--- src/rtl/wb_stage_if.sv ---
// Writeback-stage bus: ALU and load-return inputs, decode read ports, and the
// registered RegFile write port with stall/err back to the pipeline.
interface wb_stage_if;
    logic       alu_valid;
    logic [2:0] alu_dest;
    logic [7:0] alu_result;
    logic       ld_issue;
    logic [2:0] ld_dest;
    logic       mem_rvalid;
    logic [7:0] mem_rdata;
    logic [2:0] rd_reg1;
    logic [2:0] rd_reg2;
    logic       regWrite;
    logic [2:0] writeReg;
    logic [7:0] writeData;
    logic       stall;
    logic       err;

    // Pipeline side that drives results and read addresses.
    modport master (
        output alu_valid, alu_dest, alu_result,
        output ld_issue, ld_dest, mem_rvalid, mem_rdata,
        output rd_reg1, rd_reg2,
        input  regWrite, writeReg, writeData, stall, err
    );

    // Writeback stage itself.
    modport slave (
        input  alu_valid, alu_dest, alu_result,
        input  ld_issue, ld_dest, mem_rvalid, mem_rdata,
        input  rd_reg1, rd_reg2,
        output regWrite, writeReg, writeData, stall, err
    );
endinterface

--- src/rtl/wb_stage.sv ---
// Writeback stage: tracks one outstanding load, merges load returns and ALU
// results through an in-order pending-write FIFO into a single RegFile port.
module wb_stage #(
    parameter int DEPTH = 4
) (
    input  logic       clk,
    input  logic       rst_n,
    wb_stage_if.slave  bus
);

    localparam int AW = $clog2(DEPTH);
    localparam int CW = AW + 1;

    typedef struct packed {
        logic [2:0] dest;
        logic [7:0] data;
    } entry_t;

    typedef enum logic {
        IDLE,
        WAIT_MEM
    } ld_state_t;

    ld_state_t       state;
    logic [2:0]      ld_dest_q;
    entry_t          fifo_mem [DEPTH];
    logic [AW-1:0]   rd_ptr;
    logic [AW-1:0]   wr_ptr;
    logic [CW-1:0]   count;

    logic            wr_en_q;
    logic [2:0]      wr_reg_q;
    logic [7:0]      wr_data_q;
    logic            err_q;

    logic            ld_ret;
    logic            proto_err;
    entry_t          ld_ent;
    entry_t          alu_ent;
    entry_t          cand0;
    entry_t          cand1;
    logic [1:0]      cand_n;
    logic            pop;
    logic            out_valid;
    entry_t          out_ent;
    entry_t          enq0;
    entry_t          enq1;
    logic [1:0]      enq_n;
    logic [CW-1:0]   space;
    logic [1:0]      acc_n;
    logic            drop;
    logic [7:0]      busy;

    // Ordering: a same-cycle load return always precedes the ALU result. The
    // FIFO head wins the write port; otherwise the first new event bypasses.
    always_comb begin
        // NOTE: every combinational output gets a default first so no path
        // leaves it unassigned and a latch is never inferred.
        alu_ent.dest = bus.alu_dest;
        alu_ent.data = bus.alu_result;
        ld_ent.dest  = ld_dest_q;
        ld_ent.data  = bus.mem_rdata;
        enq0         = alu_ent;
        enq1         = alu_ent;
        enq_n        = 2'd0;
        acc_n        = 2'd0;

        ld_ret    = (state == WAIT_MEM) && bus.mem_rvalid;
        proto_err = ((state == IDLE) && bus.mem_rvalid) ||
                    ((state == WAIT_MEM) && bus.ld_issue && !bus.mem_rvalid);

        cand0  = ld_ret ? ld_ent : alu_ent;
        cand1  = alu_ent;
        cand_n = 2'(ld_ret) + 2'(bus.alu_valid);

        pop       = (count != '0);
        out_valid = pop || (cand_n != 2'd0);
        out_ent   = pop ? fifo_mem[rd_ptr] : cand0;

        if (pop) begin
            enq0  = cand0;
            enq1  = cand1;
            enq_n = cand_n;
        end else begin
            enq0  = cand1;
            enq_n = (cand_n == 2'd2) ? 2'd1 : 2'd0;
        end

        space = CW'(DEPTH) - (count - CW'(pop));
        if (space >= CW'(enq_n)) acc_n = enq_n;
        else                     acc_n = space[1:0];
        drop = (acc_n != enq_n);
    end

    // Destinations with a write still in flight: queued, in the output
    // register, or the load we are waiting on.
    always_comb begin
        busy = 8'h00;
        for (int i = 0; i < DEPTH; i++) begin
            if (CW'(i) < count) busy[fifo_mem[rd_ptr + AW'(i)].dest] = 1'b1;
        end
        if (wr_en_q)            busy[wr_reg_q]  = 1'b1;
        if (state == WAIT_MEM)  busy[ld_dest_q] = 1'b1;
    end

    assign bus.stall = (count >= CW'(DEPTH - 1)) ||
                       busy[bus.rd_reg1] || busy[bus.rd_reg2];

    always_ff @(posedge clk) begin
        if (!rst_n) begin
            state     <= IDLE;
            ld_dest_q <= '0;
            rd_ptr    <= '0;
            wr_ptr    <= '0;
            count     <= '0;
            wr_en_q   <= 1'b0;
            wr_reg_q  <= '0;
            wr_data_q <= '0;
            err_q     <= 1'b0;
        end else begin
            case (state)
                IDLE: begin
                    if (bus.ld_issue) begin
                        state     <= WAIT_MEM;
                        ld_dest_q <= bus.ld_dest;
                    end
                end
                WAIT_MEM: begin
                    if (bus.mem_rvalid) begin
                        if (bus.ld_issue) ld_dest_q <= bus.ld_dest;
                        else              state     <= IDLE;
                    end
                end
                default: state <= IDLE;
            endcase

            if (proto_err || drop) err_q <= 1'b1;

            wr_en_q <= out_valid;
            if (out_valid) begin
                wr_reg_q  <= out_ent.dest;
                wr_data_q <= out_ent.data;
            end

            rd_ptr <= rd_ptr + AW'(pop);
            wr_ptr <= wr_ptr + AW'(acc_n);
            count  <= count - CW'(pop) + CW'(acc_n);
        end
    end

    // NOTE: FIFO storage has no reset; count alone defines which slots are
    // valid, so clearing the array would only add reset fan-out.
    always_ff @(posedge clk) begin
        if (rst_n) begin
            if (acc_n != 2'd0) fifo_mem[wr_ptr]          <= enq0;
            if (acc_n == 2'd2) fifo_mem[wr_ptr + AW'(1)] <= enq1;
        end
    end

    assign bus.regWrite  = wr_en_q;
    assign bus.writeReg  = wr_reg_q;
    assign bus.writeData = wr_data_q;
    assign bus.err       = err_q;

endmodule

--- src/flat_wrapper.sv ---
// flat-port wrapper written by rule: the top's interface ports become plain ports
module wb_stage_flat 
#(
    parameter int DEPTH = 4
)
  (clk, rst_n, bus_alu_valid, bus_alu_dest, bus_alu_result, bus_ld_issue, bus_ld_dest, bus_mem_rvalid, bus_mem_rdata, bus_rd_reg1, bus_rd_reg2, bus_regWrite, bus_writeReg, bus_writeData, bus_stall, bus_err);
  wb_stage_if bus_i ();
  input  logic clk;
  input  logic rst_n;
  input wire logic [$bits(bus_i.alu_valid)-1:0] bus_alu_valid;
  input wire logic [$bits(bus_i.alu_dest)-1:0] bus_alu_dest;
  input wire logic [$bits(bus_i.alu_result)-1:0] bus_alu_result;
  input wire logic [$bits(bus_i.ld_issue)-1:0] bus_ld_issue;
  input wire logic [$bits(bus_i.ld_dest)-1:0] bus_ld_dest;
  input wire logic [$bits(bus_i.mem_rvalid)-1:0] bus_mem_rvalid;
  input wire logic [$bits(bus_i.mem_rdata)-1:0] bus_mem_rdata;
  input wire logic [$bits(bus_i.rd_reg1)-1:0] bus_rd_reg1;
  input wire logic [$bits(bus_i.rd_reg2)-1:0] bus_rd_reg2;
  output wire logic [$bits(bus_i.regWrite)-1:0] bus_regWrite;
  output wire logic [$bits(bus_i.writeReg)-1:0] bus_writeReg;
  output wire logic [$bits(bus_i.writeData)-1:0] bus_writeData;
  output wire logic [$bits(bus_i.stall)-1:0] bus_stall;
  output wire logic [$bits(bus_i.err)-1:0] bus_err;
  assign bus_i.alu_valid = bus_alu_valid;
  assign bus_i.alu_dest = bus_alu_dest;
  assign bus_i.alu_result = bus_alu_result;
  assign bus_i.ld_issue = bus_ld_issue;
  assign bus_i.ld_dest = bus_ld_dest;
  assign bus_i.mem_rvalid = bus_mem_rvalid;
  assign bus_i.mem_rdata = bus_mem_rdata;
  assign bus_i.rd_reg1 = bus_rd_reg1;
  assign bus_i.rd_reg2 = bus_rd_reg2;
  assign bus_regWrite = bus_i.regWrite;
  assign bus_writeReg = bus_i.writeReg;
  assign bus_writeData = bus_i.writeData;
  assign bus_stall = bus_i.stall;
  assign bus_err = bus_i.err;
  wb_stage #(.DEPTH(DEPTH)) u_core (.clk(clk), .rst_n(rst_n), .bus(bus_i));
endmodule
--- config.mk ---
export PLATFORM = sky130hd
export DESIGN_NAME = wb_stage_flat
export DESIGN_NICKNAME = d
export VERILOG_FILES = /design/src/rtl/wb_stage_if.sv /design/src/rtl/wb_stage.sv /design/src/flat_wrapper.sv
export SDC_FILE = /design/constraint.sdc
export NUM_CORES = 1
export LEC_CHECK = 0
export ABC_AREA = 1
export CORE_MARGIN = 3
export CORE_UTILIZATION = 62
export DETAILED_ROUTE_END_ITERATION = 10
export HOLD_SLACK_MARGIN = 0.03
export PLACE_DENSITY_LB_ADDON = 0.2
export SLEW_MARGIN = 20
export SYNTH_ARGS = -nofsm -noshare
export SYNTH_HDL_FRONTEND = slang
export SYNTH_SLANG_ARGS = --single-unit
--- constraint.sdc ---
create_clock -name clk -period 11.1 [get_ports clk]
set_input_delay 1.665 -clock clk [delete_from_list [all_inputs] [get_ports clk]]
set_output_delay 1.665 -clock clk [all_outputs]
set_load 0.05 [all_outputs]
* Yosys cells after proc, flatten, opt, wreduce, memory -nomap -nowiden
Memories as Yosys holds them, arrays and structs flattened. A register that Yosys moved wholly into a read port is not among the register bits.
Index checks and enable logic that the tools add are counted.
** Operators by class
- Add/sub/neg operators :: 10
- Bitwise operators :: 6
- Equal/unequal tests :: 4
- Reduce and logical (&&, ||, !) cells :: 19
- Muxes and demuxes :: 41
- Magnitude comparators :: 20
** Operators with widths (number)
- 8-bit two-way mux :: 6
- 8-bit OR :: 5
- 11-bit two-way mux :: 3
- 3-bit by 4-bit less-than comparator with 1-bit output (second input constant) :: 8
- 1-bit demux with 3-bit select :: 6
- 3-bit by 1-bit >= comparator with 1-bit output (second input constant) :: 6
- 1-bit two-way mux :: 17
- 1-bit logical AND :: 10
- 1-bit binary-select mux with 3-bit select :: 2
- 1-bit by 3-bit less-than comparator with 1-bit output (first input constant) :: 2
- 2-bit by 3-bit less-than comparator with 1-bit output (first input constant) :: 2
- 2-bit two-way mux :: 3
- 3-bit two-way mux :: 2
- 3-bit case mux with 2 select lines :: 1
- 1-bit logical OR :: 5
- 2-bit by 1-bit adder with 2-bit output (second input constant) :: 2
- 2-bit adder (second input constant) :: 2
- 2-bit equality test (second input constant) :: 2
- 2-bit nonzero test :: 2
- 3-bit by 2-bit adder with 3-bit output :: 1
- 3-bit by 2-bit >= comparator with 1-bit output :: 1
- 3-bit by 2-bit >= comparator with 1-bit output (second input constant) :: 1
- 3-bit nonzero test :: 1
- 3-bit by 1-bit subtractor with 3-bit output :: 1
- other kinds (9) :: 9
** Storage, ports and cells
- Input bits :: 33
- Memory bits (writable) :: 44
- Bits in registers :: 24
- Memories kept :: 1
- Word-level logic and storage cells :: 110
** Memories
- u_core.fifo_mem :: depth 4, bits a word 11, rd ports 4, clocked after memory_dff 1, wr ports 2, line wb_stage.sv:26 : entry_t fifo_mem [DEPTH];

* Depth between registers and ports, before layout
Gate-level depths: netlist (run 1).
An unclocked memory read counts as a cell.
- Word-level depth :: 20
- Depth in mapped cells :: 20

* Least setup slack after synthesis (run 1)
OpenSTA, ideal clock, no wires.
- Path type :: input port to flip-flop
- Start :: input port bus_mem_rvalid
- End :: memory u_core.fifo_mem[0][0] (netlist name) (enable)
- Library setup time :: 0.397 ns
- Path slack :: 6.345 ns
- Stages :: 15
- Data arrival time :: 4.358 ns
- Cell sequence :: nand2_1 -> inv_1 -> buf_2 -> ha_1 -> nand2_1 -> nand2_2 -> ha_1 -> inv_1 -> nand2_1 -> nand2_1 -> nand3b_1 -> o21a_4 -> inv_1 -> o21ai_1 -> o31ai_1
** RTL lines
- start: declaration :: line flat_wrapper.sv:15 : input wire logic [$bits(bus_i.mem_rvalid)-1:0] bus_mem_rvalid;
- end: declaration :: line wb_stage.sv:26

==> results of run 1 <==
[critical path, delay by kind of cell]
kind	cells	cell delay [ns]
compound gates	3	1.21
fa+ha+maj	2	0.49
simple gates	6	0.63
buf+inv	5	1.44
[state kept, by name, summed over array words and instances, names as in the netlist, 2 cells and up]
signal and cells:
u_core.bus.writeData 8, u_core.bus.writeReg 3, u_core.wr_ptr 2, u_core.rd_ptr 2, u_core.count 3, u_core.fifo_mem 44
u_core.ld_dest_q 3
[layer usage]
metal	up-vias	share of wire (%)	global-route usage (%)
li1	2295	-	-
met1	2151	42	39.9
met2	216	47	49.5
met3	27	8.4	5.71
met4	0	1.9	10.5
met5	-	0	0
[cells in the mapped netlist (2+ instances only)]
cell        n  share of area (%)
a31oi_1     6               0.79
or2_2       3               0.40
xnor2_1     4               0.74
clkbuf_1    5               0.40
edfxtp_1   44                 28
o21ai_1    46                4.9
a22oi_1     7                1.1
ha_1       12                3.2
nor2_1     43                3.4
a41oi_1     3               0.55
inv_1      67                5.3
o22ai_1     3               0.40
nand4_1     7               0.92
o221ai_1    4               0.74
nor2_2      2               0.26
nor3_1      3               0.32
o21ai_0    38                4.0
inv_2       7               0.55
nand4_4     4                1.8
buf_2       5               0.53
buf_6       5                1.2
a21oi_1    10                1.1
nand3b_1    2               0.32
nand2_2    11                1.5
nand2_1   230                 18
o31ai_1     4               0.63
dfxtp_1    24                 10
buf_4       4               0.63
nand3_1    42                4.4
a211oi_1    3               0.48
[power breakdown]
part / switching [mW] / total [mW] / leakage [nW] / internal (mW)
Combinational: 0.636 / 0.946 / 1.73 / 0.310
Clock: 0.106 / 0.241 / 0.117 / 0.135
Sequential: 0.0569 / 0.431 / 0.601 / 0.374
[path summary, 6_finish.rpt]
path	startpoint	end	slack, ns	cells after the start
max reg2reg	u_core.count[2]	u_core.fifo_mem[3][9]	6.69	14
min reg2reg	u_core.bus.err	u_core.bus.err	0.46	2
min	u_core.bus.err	u_core.bus.err	0.46	2
max	bus_mem_rvalid	u_core.fifo_mem[3][9]	5.70	16
[metrics by stage]
| stage | std cells | power [mW] |
|---|---|---|
| after floorplan | 662 | 1.14 |
| after global placement | 792 | 1.34 |
| after detailed placement | 792 | 1.37 |
| after CTS | 808 | 1.61 |
| after global routing | 808 | 1.76 |
| final | 808 | 1.62 |
[cell type report]
cell class,count,area share (%)
flip-flops and latches,68,33.0
repair buffers,50,8.99
inverters,76,5.32
clock inverters,6,1.74
clock buffers,10,2.52
well taps,99,2.27
multi-input cells,499,46.1
[kinds of logic (layout without fill, tap and decap cells)]
logic type                 count (synthesis)  in the layout  synth area share, %
buffers and inverters                     95            142                 8.87
and+or+nand+nor                          352            352                 32.9
xor gates and xnor gates                   5              5                0.924
DFF                                       68             68                 38.0
AOI/OAI and AO/OA                        129            129                 15.7
adders and majority gates                 13             13                 3.59
==> impl_metrics.toml, run 1 <==
[worst_setup_path]
crit_slowest_cell = "o31ai_1"
crit_chain = "clkdlybuf4s50_1 -> nand2_1 -> inv_1 -> ha_1 -> nand2_1 -> nand2_2 -> ha_1 -> inv_1 -> nand2_1 -> nand2_1 -> nand3b_1 -> o21a_4 -> inv_1 -> o21ai_1 -> o31ai_1 -> buf_4"
critPathRequiredTime_ns = 11.15
arrival_ns = 5.45
start_kind = "input pin"
end_kind = "flop"
path_class = "in2reg"
max_stage_delay_ns = 0.78
cp_max_fo = 18
cpMostUsedCell = "nand2_1"

[timing]
fmaxAchievable_mhz = 185
fin_skew_ns = 0.0168
hold_viol = 0
rsz0062_at_grt = "no"
setup_tns_ns = 0
tightest_slew_ns = 0.873
period_minus_slack_ns = 5.40
setup_violations = 0
fin_ws_ns = 5.70
drv_slew = 0
period_share_pct = 48.6
timing.hold.ws_ns = 0.457
slew_headroom_pct = 41.3

[final_layout]
layout_common_cells = "nand2_1 (230), inv_1 (67), o21ai_1 (46), clkdlybuf4s50_1 (46), edfxtp_1 (44)"
regArea_um2 = 1800
final_common_cell = "nand2_1"
n_fill_cell = 562
final_area_um2 = 5460
drive_gt1_share_pct = 7.76
final_util_pct = 74.4
multiInputGateArea_um2 = 2520
nNetsFinal = 750
area_delta_synth_final_pct = 15.1
num_antenna_cells = 0

[clock_tree]
ctsHoldBuffers = 0
cts-root-buf = "clkbuf_8"
postCtsSetupRepairBufs = 0
path_clk_slew_ns = 0.08
cts.sinks = 68
cts_made_buffers = 9
post_cts_resized = 0
cts_tree = "done"
htreeDepth = 3
clock_latency_ns = 0.35
cts_buffer_depth = 2

[global_routing]
grt_pass1_wl_um = 20600
grt_pass1_vias = 4455
grt_max_degree = 41
overflow = 0
track_usage_pct = 30.2
antenna_found_initial = 0

[drt]
viasPerCell = 5.80
drc = 0
vias = 4689
drtIter0Drc = 362
routedWlPerCell_um = 15.5
firstDrtPassIters = 5
routed_wirelength_um = 12500
final_antenna_net_count = 0

[logic_synthesis]
ys_warn_count = 0
synth-seq-area-share_pct = 38.0
syn-num-nets = 708
yosys_register_bits = 68
syn_area_um2 = 4740
synth-main-ff-cell = "edfxtp_1"
synthCells = 662
avgSynthCellArea_um2 = 7.16
async_reset_ff_share_pct = 0
synth_edf_count = 44
synthDistinctLibCells = 44

[placed_design]
gp_congestion = 1.00
port-buffer-count = 46
dpl-instance-area_um2 = 5220
hpwlAfterDp_um = 9390
pre_cts_slack_ns = 5.43

[die]
rows = 31
die_height_um = 93.4
die_w_um = 93.4
start_util_pct = 64.6
dieArea_um2 = 8730
io_pins = 47
coreArea_um2 = 7330

[power]
p_leak_nw = 2.44
power_density_nw_per_um2 = 297
peakVddDrop_uv = 297

[flow_run]
drv_cap = 0

[outcome]
status = "finished, final reports clean"

[min_path]
hold_class = "reg2reg"
(Power assumes the default switching activity.)
==> run 2: changes to the inputs <==
--- a/config.mk
+++ b/config.mk
@@ -7,7 +7,7 @@
 export LEC_CHECK = 0
 export ABC_AREA = 1
 export CORE_MARGIN = 3
-export CORE_UTILIZATION = 62
+export CORE_UTILIZATION = 58
 export DETAILED_ROUTE_END_ITERATION = 10
 export HOLD_SLACK_MARGIN = 0.03
 export PLACE_DENSITY_LB_ADDON = 0.2
==> constraint.sdc (replaced) <==
create_clock -name clk -period 5.2 [get_ports clk]
set_input_delay 0.78 -clock clk [delete_from_list [all_inputs] [get_ports clk]]
set_output_delay 0.78 -clock clk [all_outputs]
set_load 0.05 [all_outputs]
==> run 2 against run 1 <==
Setup slack worse by 4.8 ns; sequential share of layout area up 0.31 points; clock skew down 0.0068 ns; first-iteration DRC count up 22%; via count down 0.41%; clock power up 57%; critical path depth down 1.
==> impl_metrics.toml, run 2 (synthesis results as in run 1) <==
[min_path]
hold_class = "reg2reg"

[timing]
slew_headroom_pct = 49.0
period_share_pct = 81.9
tightest_slew_ns = 0.764
period_minus_slack_ns = 4.26
setup_tns_ns = 0
drv_slew = 0
fmaxAchievable_mhz = 235
fin_skew_ns = 0.0100
rsz0062_at_grt = "no"
setup_violations = 0
hold_viol = 0
fin_ws_ns = 0.939

[clock_tree]
cts_made_buffers = 9
ctsHoldBuffers = 0
path_clk_slew_ns = 0.07
cts_tree = "done"
postCtsSetupRepairBufs = 0
htreeDepth = 3
cts.sinks = 68
clock_latency_ns = 0.34
cts_buffer_depth = 2
cts-root-buf = "clkbuf_8"
post_cts_resized = 0

[power]
pwr-share-clk_pct = 11.3
p_int_mw = 1.63
p_switching_mw = 1.73
swShare_pct = 51.5
p_seq_share_pct = 27.8
peakVddDrop_uv = 482
power_density_nw_per_um2 = 622
p_leak_nw = 2.41
combPwrFrac_pct = 60.9

[final_layout]
regMostFlops = "u_core.fifo_mem"
num_antenna_cells = 0
area_delta_synth_final_pct = 14.0
stdcell_count = 812
drive_gt1_share_pct = 7.75
nNetsFinal = 751
layout_common_cells = "nand2_1 (230), inv_1 (67), o21ai_1 (46), clkdlybuf4s50_1 (46), edfxtp_1 (44)"
largest_register_ffs = 44
final_common_cell = "nand2_1"

[drt]
routedWlPerCell_um = 16.0
firstDrtPassIters = 6
final_antenna_net_count = 0
drtIter0Drc = 442
vias = 4670
drc = 0
routed_wirelength_um = 13000
viasPerCell = 5.75

[global_routing]
grt_pass1_vias = 4204
grt_pass1_wl_um = 20400
grt_max_degree = 41
antenna_found_initial = 0
track_usage_pct = 29.0
overflow = 0

[die]
rows = 32
die_w_um = 96.4
coreArea_um2 = 7850
dieArea_um2 = 9290
start_util_pct = 60.4
die_height_um = 96.4
io_pins = 47

[worst_setup_path]
end_kind = "output port"
crit_slowest_cell = "dfxtp_1"
crit_chain = "inv_6 -> nand2_1 -> nand2_2 -> nand2_1 -> nand2_2 -> a21oi_1 -> a21oi_1 -> nand3_1 -> nand3_1 -> nand2_1 -> nand2_1 -> nand2_1 -> nor2_1 -> nand2_1 -> clkdlybuf4s50_1"
critPathRequiredTime_ns = 4.42
cp_max_fo = 20
cpMostUsedCell = "nand2_1"
arrival_ns = 3.48
max_stage_delay_ns = 0.82
path_class = "reg2out"
start_kind = "flop"

[placed_design]
dp_cells = 796
gp_congestion = 0.984
hpwlAfterDp_um = 10100
port-buffer-count = 46
pre_cts_slack_ns = 0.647

[flow_run]
drv_cap = 0

[outcome]
status = "finished, final reports clean"
[run 2: cell types whose count changed in the layout (fill, tap and decap cells not counted)]
cell / before / now
buf_4: 4 / 5
clkbuf_8: 10 / 9
clkinv_4: 3 / 2
inv_6: 2 / 1
clkinvlp_4: 0 / 2
clkinv_2: 0 / 2
bufinv_16: 2 / 0
clkbuf_1: 0 / 1
[run 2: routing by layer]
layer,global-route usage (%),up-vias,part of all wire [%]
li1,-,2301,-
met1,43.1,2125,44
met2,43.4,220,44
met3,5.34,24,9.6
met4,8.06,0,1.8
met5,0,-,0
[run 2: final cells by class]
type	count	area, um^2
multi-input cells	499	2520
clock inverters	6	42.5
flip-flops and latches	68	1800
clock buffers	10	128
well taps	102	128
repair buffers	51	498
fillers	660	2440
inverters	76	290
[run 2: path summary, 6_finish.rpt]
| check | start | endpoint | slack, ns | cells past startpoint |
|---|---|---|---|---|
| setup reg to reg | u_core.count[2] | u_core.count[2] | 1.02 | 17 |
| setup / recovery | u_core.rd_ptr[0] | bus_stall | 0.94 | 15 |
| hold / removal | u_core.bus.err | u_core.bus.err | 0.46 | 2 |
| hold reg to reg | u_core.bus.err | u_core.bus.err | 0.46 | 2 |
[run 2: per-stage QoR]
step	hold WS, ns	total power [mW]	util [%]	instance area, um^2
floorplan	0.486	2.43	-	4740
global placement	0.443	2.88	66.7	5230
detailed placement	0.450	2.94	66.7	5230
CTS	0.463	3.33	68.9	5400
global route	0.487	3.62	68.9	5400
finish	0.455	3.36	68.9	5400
[run 2: power groups by stage]
stage               Clock, mW  Sequential (mW)  Combinational (mW)
floorplan                   0             1.04                1.39
global placement            0            0.929                1.95
detailed placement          0            0.940                2.01
CTS                     0.382            0.928                2.02
global route            0.407            0.946                2.27
finish                  0.379            0.932                2.05
[run 2: critical path: cells and delay by family (launching register included)]
family | cells | cell delay, ns
buf+inv | 2 | 0.95
simple gates | 11 | 0.93
flops | 1 | 0.82
compound gates | 2 | 0.43
==> run 3: changes to the inputs <==
==> constraint.sdc (replaced) <==
create_clock -name clk -period 4.3 [get_ports clk]
set_input_delay 0.645 -clock clk [delete_from_list [all_inputs] [get_ports clk]]
set_output_delay 0.645 -clock clk [all_outputs]
set_load 0.05 [all_outputs]
==> run 3 against run 2 <==
Sequential power up 19%; highest routed layer unchanged; clock skew down 0.00085 ns; critical path depth up 1; first-iteration DRC count down 13%; largest cell class unchanged; via count down 0.26%.
==> impl_metrics.toml, run 3 (synthesis results as in run 1) <==
[timing]
hold_viol = 0
fmaxAchievable_mhz = 251
setup_tns_ns = 0
slew_headroom_pct = 57.7
fin_ws_ns = 0.309
period_share_pct = 92.8
period_minus_slack_ns = 3.99
fin_skew_ns = 0.00916
setup_violations = 0
rsz0062_at_grt = "no"
timing.hold.ws_ns = 0.464
tightest_slew_ns = 0.632
drv_slew = 0

[drt]
drtIter0Drc = 383
firstDrtPassIters = 5
routedWlPerCell_um = 15.5
final_antenna_net_count = 0
viasPerCell = 5.68
drc = 0
routed_wirelength_um = 12700
vias = 4658

[global_routing]
grt_pass1_vias = 4646
track_usage_pct = 29.5
antenna_found_initial = 0
grt_pass1_wl_um = 20900
overflow = 0
grt_max_degree = 40

[placed_design]
port-buffer-count = 46
gp_congestion = 0.939
dpl-instance-area_um2 = 5290
pre_cts_slack_ns = 0.290
hpwlAfterDp_um = 9080

[clock_tree]
clock_latency_ns = 0.35
htreeDepth = 3
ctsHoldBuffers = 0
cts_buffer_depth = 2
post_cts_resized = 0
path_clk_slew_ns = 0.08
cts.sinks = 68
cts-root-buf = "clkbuf_8"
cts_tree = "done"
postCtsSetupRepairBufs = 0
cts_made_buffers = 9

[min_path]
hold_path_startpoint = "u_core.bus.err"
holdPathEnd = "u_core.bus.err"
hold_class = "reg2reg"
whs_path_depth = 2

[power]
power_density_nw_per_um2 = 750
peakVddDrop_uv = 642
combPwrFrac_pct = 59.6
p_int_mw = 2.06
swShare_pct = 50.1
p_switching_mw = 2.07
p_leak_nw = 2.47
power_mw = 4.12
pwr-share-clk_pct = 13.5
p_seq_share_pct = 26.9

[final_layout]
n_fill_cell = 670
final_common_cell = "nand2_1"
num_antenna_cells = 0
largest_register_ffs = 44
final_area_um2 = 5500
drive_gt1_share_pct = 8.91
layout_common_cells = "nand2_1 (230), inv_1 (67), o21ai_1 (46), clkdlybuf4s50_1 (46), edfxtp_1 (44)"
area_delta_synth_final_pct = 16.1
regMostFlops = "u_core.fifo_mem"
nNetsFinal = 759

[die]
io_pins = 47
die_height_um = 96.4
start_util_pct = 60.4
coreArea_um2 = 7850
rows = 32
die_w_um = 96.4
dieArea_um2 = 9290

[worst_setup_path]
r2r_end = "u_core.count[2]"
arrival_ns = 3.35
end_kind = "output port"
rr_worst_depth = 19
worst-r2r-setup-slack_ns = 0.58
start_kind = "flop"
rr_startpoint = "u_core.count[2]"
path_class = "reg2out"
cp_max_fo = 5
critPathRequiredTime_ns = 3.65

[flow_run]
drv_cap = 0

[outcome]
status = "finished, final reports clean"
[run 3: cell count changes in the layout (fill, tap and decap cells not counted), sizes merged]
cell,change
bufinv,+1
clkbuf,-1
inv,+4
buf,+8
clkinv,-4
[run 3: area by class of cell]
type	count	area (um^2)	share of cell area (%)
clock buffer	9	124	2.25
clock inverter	7	82.6	1.50
tap	102	128	2.32
inverter	76	290	5.28
sequential	68	1800	32.8
multi-input combinational	499	2520	45.7
timing repair buffer	59	558	10.1
[run 3: worst max-delay path: stages, from the launching register on]
cell             delay (ns)
dfxtp_1                0.50
inv_2                  0.15
ha_1                   0.30
a21oi_1                0.33
nand3_1                0.20
inv_2                  0.07
nand2_1                0.06
nor2_1                 0.11
nor2_2                 0.06
nand3_1                0.07
nand3_1                0.08
nand2_1                0.07
nand2_1                0.04
nand2_1                0.05
nor2_1                 0.03
nand2_1                0.06
clkdlybuf4s50_1        0.79
[run 3: metrics by stage]
stage,util (%),cells
finish,70.1,820
global route,70.1,820
CTS,70.1,820
detailed placement,67.5,804
global placement,67.5,804
floorplan,-,662
[run 3: worst max-delay path by stage]
stage | start | to | slack (ns) | cells after the start
floorplan | u_core.count[2] | u_core.fifo_mem[0][0] | 0.34 | 15
finish | u_core.count[2] | bus_stall | 0.31 | 16
detailed placement | bus_mem_rvalid | u_core.count[2] | 0.29 | 18
global placement | bus_mem_rvalid | u_core.count[2] | 0.43 | 18
global route | u_core.rd_ptr[0] | bus_stall | 0.07 | 17
CTS | u_core.count[2] | bus_stall | 0.35 | 16
[run 3: layer usage]
metal	vias to the layer above	wire length (um)	part of all wire [%]	track usage, %
met5	-	0	0	0
met4	0	380	3.0	14.4
met3	40	1140	9.0	6.97
met2	223	5950	47	47.1
met1	2082	5250	41	37.5
li1	2313	-	-	-
[run 3: power by group through the flow]
stage                     registers [mW]  clock network, mW  logic (mW)
after global routing                1.13              0.591        2.77
after CTS                           1.10              0.560        2.45
after global placement              1.10                  0        2.36
after detailed placement            1.11                  0        2.42
final                               1.11              0.559        2.46
after floorplan                     1.26                  0        1.68
